==> src/rtl/irq_ctrl_if.sv <==
// rtl/irq_ctrl_if.sv - peripheral bus and core interrupt handshake bundle for irq_ctrl
//
// Purpose: groups the 32-bit peripheral bus signals and the core-side
// request/ack handshake of the interrupt controller.
// Signals:
//   data_i    32  bus write data           (master -> slave)
//   addr_i    32  bus address              (master -> slave)
//   we_i       1  bus write enable         (master -> slave)
//   data_o    32  bus read data            (slave -> master)
//   int_req_o  1  interrupt request        (slave -> master)
//   int_id_o   5  requested/active ID      (slave -> master)
//   int_ack_i  1  claim pulse from core    (master -> slave)
interface irq_ctrl_if;
  logic [31:0] data_i;
  logic [31:0] addr_i;
  logic        we_i;
  logic [31:0] data_o;
  logic        int_req_o;
  logic [4:0]  int_id_o;
  logic        int_ack_i;

  modport slave (
    input  data_i, addr_i, we_i, int_ack_i,
    output data_o, int_req_o, int_id_o
  );

  modport master (
    output data_i, addr_i, we_i, int_ack_i,
    input  data_o, int_req_o, int_id_o
  );
endinterface

==> src/rtl/irq_ctrl.sv <==
// rtl/irq_ctrl.sv - fixed-priority peripheral interrupt controller with claim/complete
//
// Purpose: latches level interrupt requests per source, gates sources while
// in service, picks the lowest-index eligible source and presents it to the
// core; the core claims with int_ack_i, software completes via register 0x8.
// Ports:
//   clk    1        clock, all state on posedge
//   rstn   1        synchronous reset, active low
//   irq_i  NUM_IRQ  level interrupt lines, bit k = source k (ID k+1)
//   bus    slave    data_i/addr_i/we_i/data_o bus, int_req_o/int_id_o/int_ack_i
// Registers (addr_i[3:0]): 0x0 ENABLE rw, 0x4 PENDING ro,
//   0x8 CLAIM(read)/COMPLETE(write), 0xC STATUS {active_id[12:8], state[1:0]}.
module irq_ctrl #(
  parameter int NUM_IRQ = 8
) (
  input  logic               clk,
  input  logic               rstn,
  input  logic [NUM_IRQ-1:0] irq_i,
  irq_ctrl_if.slave          bus
);

  typedef enum logic [1:0] {
    IDLE    = 2'd0,
    REQ     = 2'd1,
    SERVICE = 2'd2
  } state_t;

  state_t             state;
  logic [NUM_IRQ-1:0] enable;
  logic [NUM_IRQ-1:0] pending;
  logic [NUM_IRQ-1:0] in_service;
  logic [4:0]         active_id;
  logic               int_req;
  logic [4:0]         int_id;

  logic [NUM_IRQ-1:0] eligible;
  logic [NUM_IRQ-1:0] act_mask;
  logic [NUM_IRQ-1:0] claim_mask;
  logic [NUM_IRQ-1:0] done_mask;
  logic [NUM_IRQ-1:0] enable_next;
  logic [4:0]         win_id;
  logic               wr_enable;
  logic               wr_complete;
  logic               claim;
  logic               complete_ok;
  logic               drop_req;
  logic [31:0]        enable_rd;
  logic [31:0]        pending_rd;

  assign wr_enable   = bus.we_i && (bus.addr_i[3:0] == 4'h0);
  assign wr_complete = bus.we_i && (bus.addr_i[3:0] == 4'h8);
  assign eligible    = pending & enable;
  assign enable_next = wr_enable ? bus.data_i[NUM_IRQ-1:0] : enable;

  // Lowest index wins; one-hot mask of the source behind active_id.
  always_comb begin
    win_id   = 5'd0;
    act_mask = '0;
    for (int k = NUM_IRQ - 1; k >= 0; k--) begin
      if (eligible[k]) win_id = 5'(k + 1);
    end
    for (int k = 0; k < NUM_IRQ; k++) begin
      act_mask[k] = (active_id == 5'(k + 1));
    end
  end

  assign claim       = (state == REQ) && bus.int_ack_i;
  assign complete_ok = (state == SERVICE) && wr_complete && (bus.data_i[4:0] == active_id);
  assign claim_mask  = claim ? act_mask : '0;
  assign done_mask   = complete_ok ? act_mask : '0;
  // An ENABLE write landing in the same cycle already withdraws the request.
  assign drop_req    = (state == REQ) && !bus.int_ack_i && ((enable_next & act_mask) == '0);

  always_ff @(posedge clk) begin
    if (!rstn) begin
      state      <= IDLE;
      enable     <= '0;
      pending    <= '0;
      in_service <= '0;
      active_id  <= 5'd0;
      int_req    <= 1'b0;
      int_id     <= 5'd0;
    end else begin
      enable     <= enable_next;
      // The old in_service still blocks on the complete edge, so a level
      // re-trigger sets pending one edge after the complete. The claim mask
      // blocks the set on the claim edge itself.
      pending    <= (pending | (irq_i & ~(in_service | claim_mask))) & ~claim_mask;
      in_service <= (in_service | claim_mask) & ~done_mask;
      case (state)
        IDLE: begin
          if (eligible != '0) begin
            state     <= REQ;
            active_id <= win_id;
            int_req   <= 1'b1;
            int_id    <= win_id;
          end
        end
        REQ: begin
          if (claim) begin
            state   <= SERVICE;
            int_req <= 1'b0;
          end else if (drop_req) begin
            state     <= IDLE;
            active_id <= 5'd0;
            int_req   <= 1'b0;
            int_id    <= 5'd0;
          end
        end
        SERVICE: begin
          if (complete_ok) begin
            state     <= IDLE;
            active_id <= 5'd0;
            int_id    <= 5'd0;
          end
        end
        default: begin
          state     <= IDLE;
          active_id <= 5'd0;
          int_req   <= 1'b0;
          int_id    <= 5'd0;
        end
      endcase
    end
  end

  always_comb begin
    enable_rd  = '0;
    pending_rd = '0;
    enable_rd[NUM_IRQ-1:0]  = enable;
    pending_rd[NUM_IRQ-1:0] = pending;
  end

  always_comb begin
    bus.data_o = 32'd0;
    if (rstn) begin
      case (bus.addr_i[3:0])
        4'h0:    bus.data_o = enable_rd;
        4'h4:    bus.data_o = pending_rd;
        4'h8:    bus.data_o = (state == SERVICE) ? {27'd0, active_id} : 32'd0;
        4'hC:    bus.data_o = {19'd0, active_id, 6'd0, state};
        default: bus.data_o = 32'd0;
      endcase
    end
  end

  assign bus.int_req_o = int_req;
  assign bus.int_id_o  = int_id;

  logic unused_bits;
  assign unused_bits = ^{bus.addr_i[31:4], bus.data_i[31:5]};

endmodule

==> src/flat_wrapper.sv <==
// flat-port wrapper written by rule: the top's interface ports become plain ports
module irq_ctrl_flat 
#(
  parameter int NUM_IRQ = 8
)
  (clk, rstn, irq_i, bus_data_i, bus_addr_i, bus_we_i, bus_int_ack_i, bus_data_o, bus_int_req_o, bus_int_id_o);
  irq_ctrl_if bus_i ();
  input  logic clk;
  input  logic rstn;
  input  logic [NUM_IRQ-1:0] irq_i;
  input wire logic [$bits(bus_i.data_i)-1:0] bus_data_i;
  input wire logic [$bits(bus_i.addr_i)-1:0] bus_addr_i;
  input wire logic [$bits(bus_i.we_i)-1:0] bus_we_i;
  input wire logic [$bits(bus_i.int_ack_i)-1:0] bus_int_ack_i;
  output wire logic [$bits(bus_i.data_o)-1:0] bus_data_o;
  output wire logic [$bits(bus_i.int_req_o)-1:0] bus_int_req_o;
  output wire logic [$bits(bus_i.int_id_o)-1:0] bus_int_id_o;
  assign bus_i.data_i = bus_data_i;
  assign bus_i.addr_i = bus_addr_i;
  assign bus_i.we_i = bus_we_i;
  assign bus_i.int_ack_i = bus_int_ack_i;
  assign bus_data_o = bus_i.data_o;
  assign bus_int_req_o = bus_i.int_req_o;
  assign bus_int_id_o = bus_i.int_id_o;
  irq_ctrl #(.NUM_IRQ(NUM_IRQ)) u_core (.clk(clk), .rstn(rstn), .irq_i(irq_i), .bus(bus_i));
endmodule
==> config.mk <==
export PLATFORM = sky130hd
export DESIGN_NAME = irq_ctrl_flat
export DESIGN_NICKNAME = d
export VERILOG_FILES = /design/src/rtl/irq_ctrl_if.sv /design/src/rtl/irq_ctrl.sv /design/src/flat_wrapper.sv
export SDC_FILE = /design/constraint.sdc
export NUM_CORES = 1
export LEC_CHECK = 0
export CAP_MARGIN = 30
export CORE_MARGIN = 5
export CORE_UTILIZATION = 39
export CTS_BUF_LIST = sky130_fd_sc_hd__clkbuf_2
export CTS_CLUSTER_DIAMETER = 60
export CTS_CLUSTER_SIZE = 40
export DETAILED_ROUTE_END_ITERATION = 7
export HOLD_SLACK_MARGIN = 0.12
export PLACE_DENSITY = 0.82
export SYNTH_ARGS = -nofsm -noshare
export SYNTH_HDL_FRONTEND = slang
export SYNTH_SLANG_ARGS = --single-unit
==> constraint.sdc <==
create_clock -name clk -period 2 [get_ports clk]
set_input_delay 0.2 -clock clk [delete_from_list [all_inputs] [get_ports clk]]
set_output_delay 0.2 -clock clk [all_outputs]
set_load 0.02 [all_outputs]
==> results of run 1 <==
## registers in the layout (all words and copies together) (netlist names)
name / cells
u_core.bus.int_req_o: 1
u_core.state: 2
u_core.enable: 8
u_core.active_id: 4
u_core.in_service: 8
u_core.pending: 8
## layout make-up
type                    instances  area, um2
well taps                      67       83.8
flip-flops and latches         31        624
clock inverters                 1       5.00
repair buffers                 68        592
fillers                       468       2260
multi-input cells             192       1150
inverters                      11       41.3
clock buffers                   7       35.0
## power groups by stage
stage	sequential, uW	combinational [uW]	clock [uW]
final	664	230	314
after global routing	666	247	347
after CTS	661	227	318
after detailed placement	674	225	0
after global placement	673	221	0
after floorplan	667	156	0
## what timing repair did
action | in CTS | in global routing
resized for setup | 18 | 14
hold buffers | 0 | 0
endpoints found under the setup margin | 13 | 10
## synth_stat cells (all sizes together) (2+ instances only)
cell type,n
dfxtp,31
buf,30
nor2,30
a21oi,20
mux2i,17
o21ai,15
nand2,14
nor3,13
inv,10
a31oi,9
a22oi,5
and2,5
nor2b,5
clkbuf,4
nand2b,4
nor4,4
nand3b,3
o31ai,3
xor2,3
a222oi,2
mux2,2
nand3,2
nand4,2
o22ai,2
## metrics by stage
step	cells	TNS (ps)	worst slack, ps	hold WS, ps
floorplan	268	0	286	344
global placement	369	-3270	-229	523
detailed placement	369	-3700	-288	539
CTS	377	0	15.2	429
global route	377	-1.82	-1.82	425
finish	377	0	84.9	428
## critical path, stage by stage
cell             delay (ps)
clkdlybuf4s50_1         490
buf_4                   220
mux2i_1                 100
nor4_1                  210
a21oi_1                  70
nor2_1                   80
dlygate4sd2_1           340
## cells by family after synthesis
kind of cell | count (synthesis)
AND/OR/NAND/NOR | 88
other | 1
buffers and inverters | 45
AO/OA/AOI/OAI | 60
multiplexers | 19
XOR/XNOR | 4
flip-flops | 31
## worst paths after layout
kind              cells past startpoint                          endpoint
setup / recovery                      7                     bus_data_o[3]
hold / removal                        3       u_core.enable[5]$_SDFF_PN0_
setup reg to reg                      6  u_core.active_id[0]$_SDFFE_PN0P_
hold reg to reg                       3      u_core.pending[2]$_SDFF_PN0_
## layer usage
layer  track usage (%)  vias up  part of all wire, %
met5                 0        -                    0
met1              22.7      940                   42
met4              9.63        0                  2.0
li1                  -      956                    -
met2              31.4       90                   47
met3              4.10       10                  8.8
==> results.md, run 1 <==
* Status: finished, final reports clean
* Setup violators final at 0
* Global-route wire length before repair at approximately 9500 um
* Worst vdd ir at approximately 0.27 mV
* Area of placed instances at roughly 2500 um2
* CP arrival at 1720 ps
* Final Total Pwr at 1210 uW
* Synth area leaders: dfxtp_1 (32%), mux2i_1 (8.7%), buf_4 (8.5%)
* Die Ht at 80.7 um
* Highest clock rate at around 520 MHz
* Grt ovf at 0
* Comb power frac at between 10% and 20%
* Row count at 25
* Part of the Yosys area used for sequential elements at about a third
* Port bufs at 40
* Ys flop type: dfxtp_1
* Critical Path Source: bus_addr_i[2]
* Wirelength per Cell at ~16 um
* Crit path kind: input port to output port
* Synth-to-Final Area Change at 29.6%
* Vias in the first global route at around 2000
* Worst Skew at 30.7 ps
* Final wirelength at roughly 6000 um
* Clock share of power at 26.0%
* Tmin final at approximately 1900 ps
* HP Start: bus_data_i[5]
* Post-route cell area at approximately 2500 um2
* Clock buffer depth at 2
* Detailed Place HPWL at roughly 4500 um
* Slew Limit Fails at 0
* DRC viols at 0
* Adder-cell share of the synthesized area at 0%
* Yosys reg bits at 31
* Post-synthesis mux area share at under 10%
* Unique cell type count in the Yosys netlist at 45
* Sw Share at between 30 and 40%
* Yosys warns at 0
* Compound-Gate Fraction of Synth Area at roughly a fifth
* I/O pin total at 114
* Die area at roughly 6500 um2
* CTS root buf: clkbuf_2
* Antenna diodes at 0
* Max Cap Viol at 0
* RR Startpoint: u_core.active_id[2]$_SDFFE_PN0P_
* Post-synthesis cell area at slightly below 2000 um2
* Flop2flop setup slack at roughly 140 ps
* Syn_area_per_cell at 7.87 um2
* NetSw at between 300 and 400 uW
* Number of DRC markers in iteration 0 at 199
* Clock sink total at 31
* Pint at about 840 uW
* GRT Overall Usage at between 10% and 20%
* CTS H-tree lvls at 2
* Number of synthesized flops with an enable pin at 0
* Cells after Synth at around 250
* Clock transition at path regs at between 150 and 200 ps
* Die Wd at between 80 and 90 um
* Layout cells sized above 1 at between 10% and 20%
* Post-synthesis simple-gate area fraction at roughly 23%
* Area leader, netlist: dfxtp_1
* Static Leak at around 0.0011 uW
* Setup crit start kind: input port
* ANT nets after route at 0
* Worst min path class: input port to register
* CP endpoint kind: output port
* Via count at around 2000
* XOR/XNOR Fraction of Synth Area at 1.79%
* Largest family of logic cells by synthesized area: simple AND/OR/NAND/NOR gates
* Largest net degree at the start of global routing at 19
* Post-CTS Setup Inserts at 0
* Commonest non-fill, non-tap cells in the layout: clkdlybuf4s50_1 (28), dfxtp_1 (28), nor2_1 (27), buf_4 (27), conb_1 (21)
* Routability congestion estimate at a little under 1
* TritonRoute pass-1 iters at 5
* Max FO, Critical Path at 10
* Initial antenna violation count at 0
* Core ar. at between 4000 and 5000 um2
* Tcrit/Tclk final at 95.8%
* Final hold viol count at 0
* Clock latency reported for the late side of the worst-skew pair at 380 ps
* TritonCTS clock tree: done
* Initial Util at between 40% and 50%
* Final core utilization at a little over half
* Inserted Clock Buffers at 5
* Data required, critical path at 1800 ps
* Layout net count at 385
* Yosys top cell area share at 31.8%
* DR vias/cell at 5.29
* Sequential Power Share at a little under three fifths
* Pwr dens at between 400 and 500 nW/um2
* FFs w/ async S/R, synth at 0%
(Power assumes the default switching activity.)
==> run 2, diff against run 1 <==
CORE_ASPECT_RATIO = 1.75   (was unset)
CORE_UTILIZATION = 30   (was 39)
PLACE_DENSITY = 0.66   (was 0.82)
==> run 2 against run 1 <==
  * Clock skew grew 3.9 ps
  * Wire length is 1.9% higher
  * Non-clock buffer count increased by 3
  * Die area rose by 27%
  * Count of clock-buffer cells in the layout stayed put
  * Register-to-register slack gained 40 ps
  * Sequential power hardly changed
  * Flip-flop and latch count is the same
  * Clock power increased by 2%
  * Critical path depth down 5
  * Largest power group unchanged
==> results.md, run 2 (synthesis gave the netlist of run 1 again) <==
* Status: finished, final reports clean
* Max Cap Viol at 0
* CP endpoint kind: output port
* Commonest non-fill, non-tap cell in the layout: buf_4
* Tmin final at 1930 ps
* DR vias/cell at roughly 5
* Via count at roughly 2000
* GRT Overall Usage at approximately 15%
* Critical Path Source: u_core.active_id[3]$_SDFFE_PN0P_
* Post-CTS Setup Inserts at 0
* ANT nets after route at 0
* I/O pin total at around 110
* Pwr dens at around 480 nW/um2
* DR top layer: met4
* CP arrival at around 1700 ps
* Global-route wire length before repair at slightly below 10000 um
* Levels on crit path at 2
* Worst Reg-to-Reg Cells at 5
* Met1 WL at approximately 2200 um
* WHS at 446 ps
* Worst vdd ir at about 0.18 mV
* Crit path cell chain: buf_4 -> clkdlybuf4s50_1
* Flop2flop setup slack at roughly 180 ps
* DRC viols at 0
* Routability congestion estimate at 0.892
* Layout net count at 388
* Row count at 39
* Setup WS post-layout at 66.6 ps
* Max FO, Critical Path at 7
* Clock transition at path regs at around 190 ps
* Final hold viol count at 0
* RR Startpoint: u_core.enable[5]$_SDFF_PN0_
* Commonest non-fill, non-tap cells in the layout: buf_4 (31), nor2_1 (29), clkdlybuf4s50_1 (28), dfxtp_1 (27), conb_1 (21)
* Crit path kind: register to output port
* Worst Skew at between 30 and 40 ps
* Die area at 8280 um2
* Critical path's top delay family: buffers and inverters
* Largest regs: u_core.enable: 8 flops, u_core.in_service: 8 flops, u_core.pending: 8 flops
* Initial antenna violation count at 1
* TritonRoute pass-1 iters at 5
* Static Leak at between 0.001 and 0.0015 uW
* Data required, critical path at about 1800 ps
* Wirelength per Cell at between 15 and 20 um
* Inserted Clock Buffers at 5
* Critical path capture point: bus_int_id_o[3]
* Synth-to-Final Area Change at 29.3%
* Fillers at approximately 700
* Final wirelength at 5990 um
* CTS H-tree lvls at 2
* Core ar. at roughly 6400 um2
* Critical-path top delay cell: clkdlybuf4s50_1
* CP Buf/Inv Count at 2
* Final Total Pwr at about 1200 uW
* Setup crit start kind: register
* Slew Limit Fails at 0
* Number of DRC markers in iteration 0 at 114
* Clock buffer depth at 2
* DP Worst Slack at -295 ps
* Clock latency reported for the late side of the worst-skew pair at between 300 and 400 ps
* Highest clock rate at 517 MHz
* TritonCTS clock tree: done
* Layout Cells excl Fill at 396
* Post-Place Cells at just under 400
* R2r endpoint: u_core.active_id[0]$_SDFFE_PN0P_
* Layout cells sized above 1 at between 20 and 25%
* Final core utilization at 39.2%
* # hold bufs at CTS at 0
* Setup violators final at 0
* Worst min path class: input port to register
* Vias in the first global route at approximately 2000
* Die Ht at 117 um
* Tcrit/Tclk final at 96.7%
* Met3 Wirelength at 405 um
* Largest net degree at the start of global routing at 20
* Detailed Place HPWL at ~4800 um
* Slowest Stage Delay on Critical Path at 610 ps
* Unrepaired setup endpoints after global routing: false
* Port bufs at 40
* Die Wd at about 71 um
* CTS root buf: clkbuf_2
* Met2 wire len at between 3000 and 4000 um
* Grt ovf at 0
* Clock sink total at 31
* Initial Util at 30.3%
## run 2: cell count changes in the layout (fill, tap and decap cells not counted), sizes merged
cell | before | now
buf | 29 | 32
clkbuf | 11 | 18
clkdlybuf4s15 | 2 | 0
diode | 0 | 1
dlygate4sd2 | 5 | 0
## run 2: power by group
group	switching (uW)	internal, uW	total [uW]
Clock	224	95.4	320
Combinational	123	106	229
Sequential	25.3	637	662
Total	373	838	1210
## run 2: area by class of cell
class	instances	area [um2]	share of cell area, %
Clock buffer	7	35.0	1.39
Inverter	11	41.3	1.64
Clock inverter	1	5.00	0.198
Multi-Input combinational cell	192	1140	45.1
Timing Repair Buffer	71	573	22.7
Tap cell	82	103	4.07
Antenna cell	1	2.50	0.0992
Sequential cell	31	626	24.8
## run 2: tightest hold or removal path, delay by kind of cell
family / cells / cell delay [ps]
simple gates: 1 / 50
compound gates: 1 / 140
buf+inv: 1 / 410
## run 2: worst min-delay path by stage
| stage | start | end | cells after the start | slack [ps] |
|---|---|---|---|---|
| global placement | u_core.in_service[1]$_SDFF_PN0_ | u_core.in_service[1]$_SDFF_PN0_ | 2 | 520 |
| finish | irq_i[5] | u_core.pending[5]$_SDFF_PN0_ | 3 | 450 |
| detailed placement | u_core.pending[5]$_SDFF_PN0_ | u_core.pending[5]$_SDFF_PN0_ | 2 | 530 |
| floorplan | bus_data_i[3] | u_core.enable[3]$_SDFF_PN0_ | 2 | 340 |
| global route | bus_data_i[6] | u_core.enable[6]$_SDFF_PN0_ | 3 | 430 |
| CTS | irq_i[1] | u_core.pending[1]$_SDFF_PN0_ | 3 | 440 |
## run 2: layer usage
metal,vias to the layer above,global-route usage (%)
li1,961,-
met1,914,15.4
met2,77,28.0
met3,16,2.93
met4,0,9.66
met5,-,0
## run 2: repair_timing
item,CTS,global route
resized for setup,20,22
endpoints found under the setup margin,14,14
pin swaps,0,1
hold endpoints to repair,0,0
## run 2: metrics by stage
step                      setup TNS, ps  area (um2)
after floorplan                       0        2030
after global placement            -3920        2530
after detailed placement          -4320        2530
after CTS                             0        2570
after global routing                  0        2520
final                                 0        2520
==> run 3, diff against run 2 <==
CTS_CLUSTER_DIAMETER = 120   (was 60)
REMOVE_ABC_BUFFERS = 1   (was unset)
==> run 3 against run 2 <==
  * Register-to-register slack barely moved
  * Clock skew is 24 ps lower
  * Flip-flop and latch count unchanged
  * Combinational power grew 4%
  * Die area unchanged
  * Cell count increased by 0.25%
==> results.md, run 3 (synthesis gave the netlist of run 1 again) <==
* DRC viols at 0
* Setup violators final at 0
* Clock buffer depth at 2
* Flop2flop setup slack at around 170 ps
* Synth-to-Final Area Change at 31.2%
* Via count at between 1500 and 2000
* ANT nets after route at 0
* WHS at around 450 ps
* Die Wd at between 70 and 80 um
* Highest clock rate at roughly 520 MHz
* Clock latency reported for the late side of the worst-skew pair at roughly 350 ps
* Inserted Clock Buffers at 5
* Pwr dens at 462 nW/um2
* Tmin final at 1930 ps
* Max FO, Critical Path at 4
* Global-route wire length before repair at between 9000 and 10000 um
* DP Worst Slack at -351 ps
* Worst Skew at between 10 and 15 ps
* Setup crit start kind: input port
* Critical path's top delay family: buffers and inverters
* Data required, critical path at between 1500 and 2000 ps
* Antenna diodes at 0
* Fillers at 675
* Static Leak at between 0.001 and 0.0015 uW
* TritonCTS clock tree: done
* GRT Overall Usage at approximately 15%
* Vias in the first global route at between 2000 and 2500
* Commonest non-fill, non-tap cells in the layout: buf_4 (33), nor2_1 (29), dfxtp_1 (28), clkdlybuf4s50_1 (27), conb_1 (21)
* CTS H-tree lvls at 2
* Detailed Place HPWL at approximately 4800 um
* CP Buf/Inv Count at 2
* Worst vdd ir at around 0.27 mV
* Final hold viol count at 0
* Row count at 39
* Largest net degree at the start of global routing at 20
* Grt ovf at 0
* CP endpoint kind: output port
* Final wirelength at between 6000 and 7000 um
* Layout cells sized above 1 at between 10% and 20%
* Clock sink total at 31
* Largest regs: u_core.enable: 8 flops, u_core.in_service: 8 flops, u_core.pending: 8 flops
* CP arrival at between 1500 and 2000 ps
* Routability congestion estimate at around 0.9
* Status: finished, final reports clean
* Worst min path class: input port to register
* Initial antenna violation count at 0
* Critical-path top delay cell: clkdlybuf4s50_1
* Commonest non-fill, non-tap cell in the layout: buf_4
* Number of DRC markers in iteration 0 at around 120
* Clock transition at path regs at 160 ps
* Slew Limit Fails at 0
* Wirelength per Cell at ~15 um
* Max Cap Viol at 0
* TritonRoute pass-1 iters at 4
* CTS root buf: clkbuf_2
* Port bufs at 40
* Core ar. at 6440 um2
* Crit path kind: input port to output port
* # hold bufs at CTS at 0
* I/O pin total at around 110
* Slowest Stage Delay on Critical Path at approximately 500 ps
* Setup WS post-layout at slightly below 70 ps
* CP most frequent cell: nor2_1
* Tcrit/Tclk final at slightly below 100%
* Die Ht at around 120 um
* Layout net count at 391
* DR vias/cell at 4.98
* Initial Util at between 30% and 40%
* Die area at slightly above 8000 um2
* Unrepaired setup endpoints after global routing: true
* Crit path cell chain: clkdlybuf4s50_1 -> nor2_1 -> nand2_1 -> or2_2 -> nor2_1 -> clkdlybuf4s15_1
==> run 3: cell types whose count changed in the layout (fill, tap and decap cells not counted), sizes merged <==
| cell | before | now |
|---|---|---|
| clkinv | 2 | 3 |
| clkbuf | 18 | 13 |
| buf | 32 | 35 |
| dlymetal6s2s | 0 | 1 |
| clkdlybuf4s15 | 0 | 3 |
| diode | 1 | 0 |
| clkdlybuf4s50 | 28 | 27 |
==> run 3: cell type report <==
| cell class | count | area [um2] | share of cell area, % |
|---|---|---|---|
| Clock buffer | 5 | 25.0 | 0.977 |
| Tap cell | 82 | 103 | 4.01 |
| Sequential cell | 31 | 624 | 24.4 |
| Clock inverter | 2 | 8.76 | 0.342 |
| Inverter | 11 | 41.3 | 1.61 |
| Multi-Input combinational cell | 192 | 1140 | 44.5 |
| Timing Repair Buffer | 74 | 619 | 24.2 |
==> run 3: stage by stage <==
stage	cells	util [%]	setup TNS [ps]	area (um2)	power, uW
3_3_place_gp	390	39.6	-3970	2550	908
4_1_cts	397	40.2	0	2590	1190
6_report	397	39.8	0	2560	1180
2_1_floorplan	234	-	0	1790	776
5_1_grt	397	39.8	-53.6	2560	1240
3_5_place_dp	390	39.6	-4460	2550	909
==> run 3: final timing paths <==
kind,start,endpoint,depth (start not counted)
hold reg to reg,u_core.pending[6]$_SDFF_PN0_,u_core.pending[6]$_SDFF_PN0_,2
hold / removal,irq_i[7],u_core.pending[7]$_SDFF_PN0_,3
setup / recovery,bus_addr_i[1],bus_data_o[7],6
setup reg to reg,u_core.active_id[2]$_SDFFE_PN0P_,u_core.active_id[0]$_SDFFE_PN0P_,7
==> run 3: routing by layer <==
layer / part of all wire, % / global-route usage [%] / wire, um / vias to the layer above
met3: 5.5 / 2.58 / 332 / 21
met1: 36 / 14.7 / 2170 / 924
met2: 54 / 27.4 / 3250 / 72
met5: 0 / 0 / 0 / -
li1: - / - / - / 961
met4: 4.3 / 9.28 / 261 / 0
==> run 3: what timing repair did <==
action | in CTS | in global routing
pin swaps | 0 | 1
setup buffers | 0 | 0
setup endpoints to repair | 13 | 14
resized for setup | 21 | 21
==> run 3: worst min-delay path: stages <==
cell and delay, ps:
clkdlybuf4s50_1 400, a21oi_1 140, nor3_1 50
==> run 3: power by group <==
part / internal (uW) / leakage, uW / total (uW) / switching [uW]
Clock: 74.0 / 0.0000262 / 284 / 210
Combinational: 109 / 0.000792 / 238 / 128
Sequential: 637 / 0.000254 / 661 / 24.9
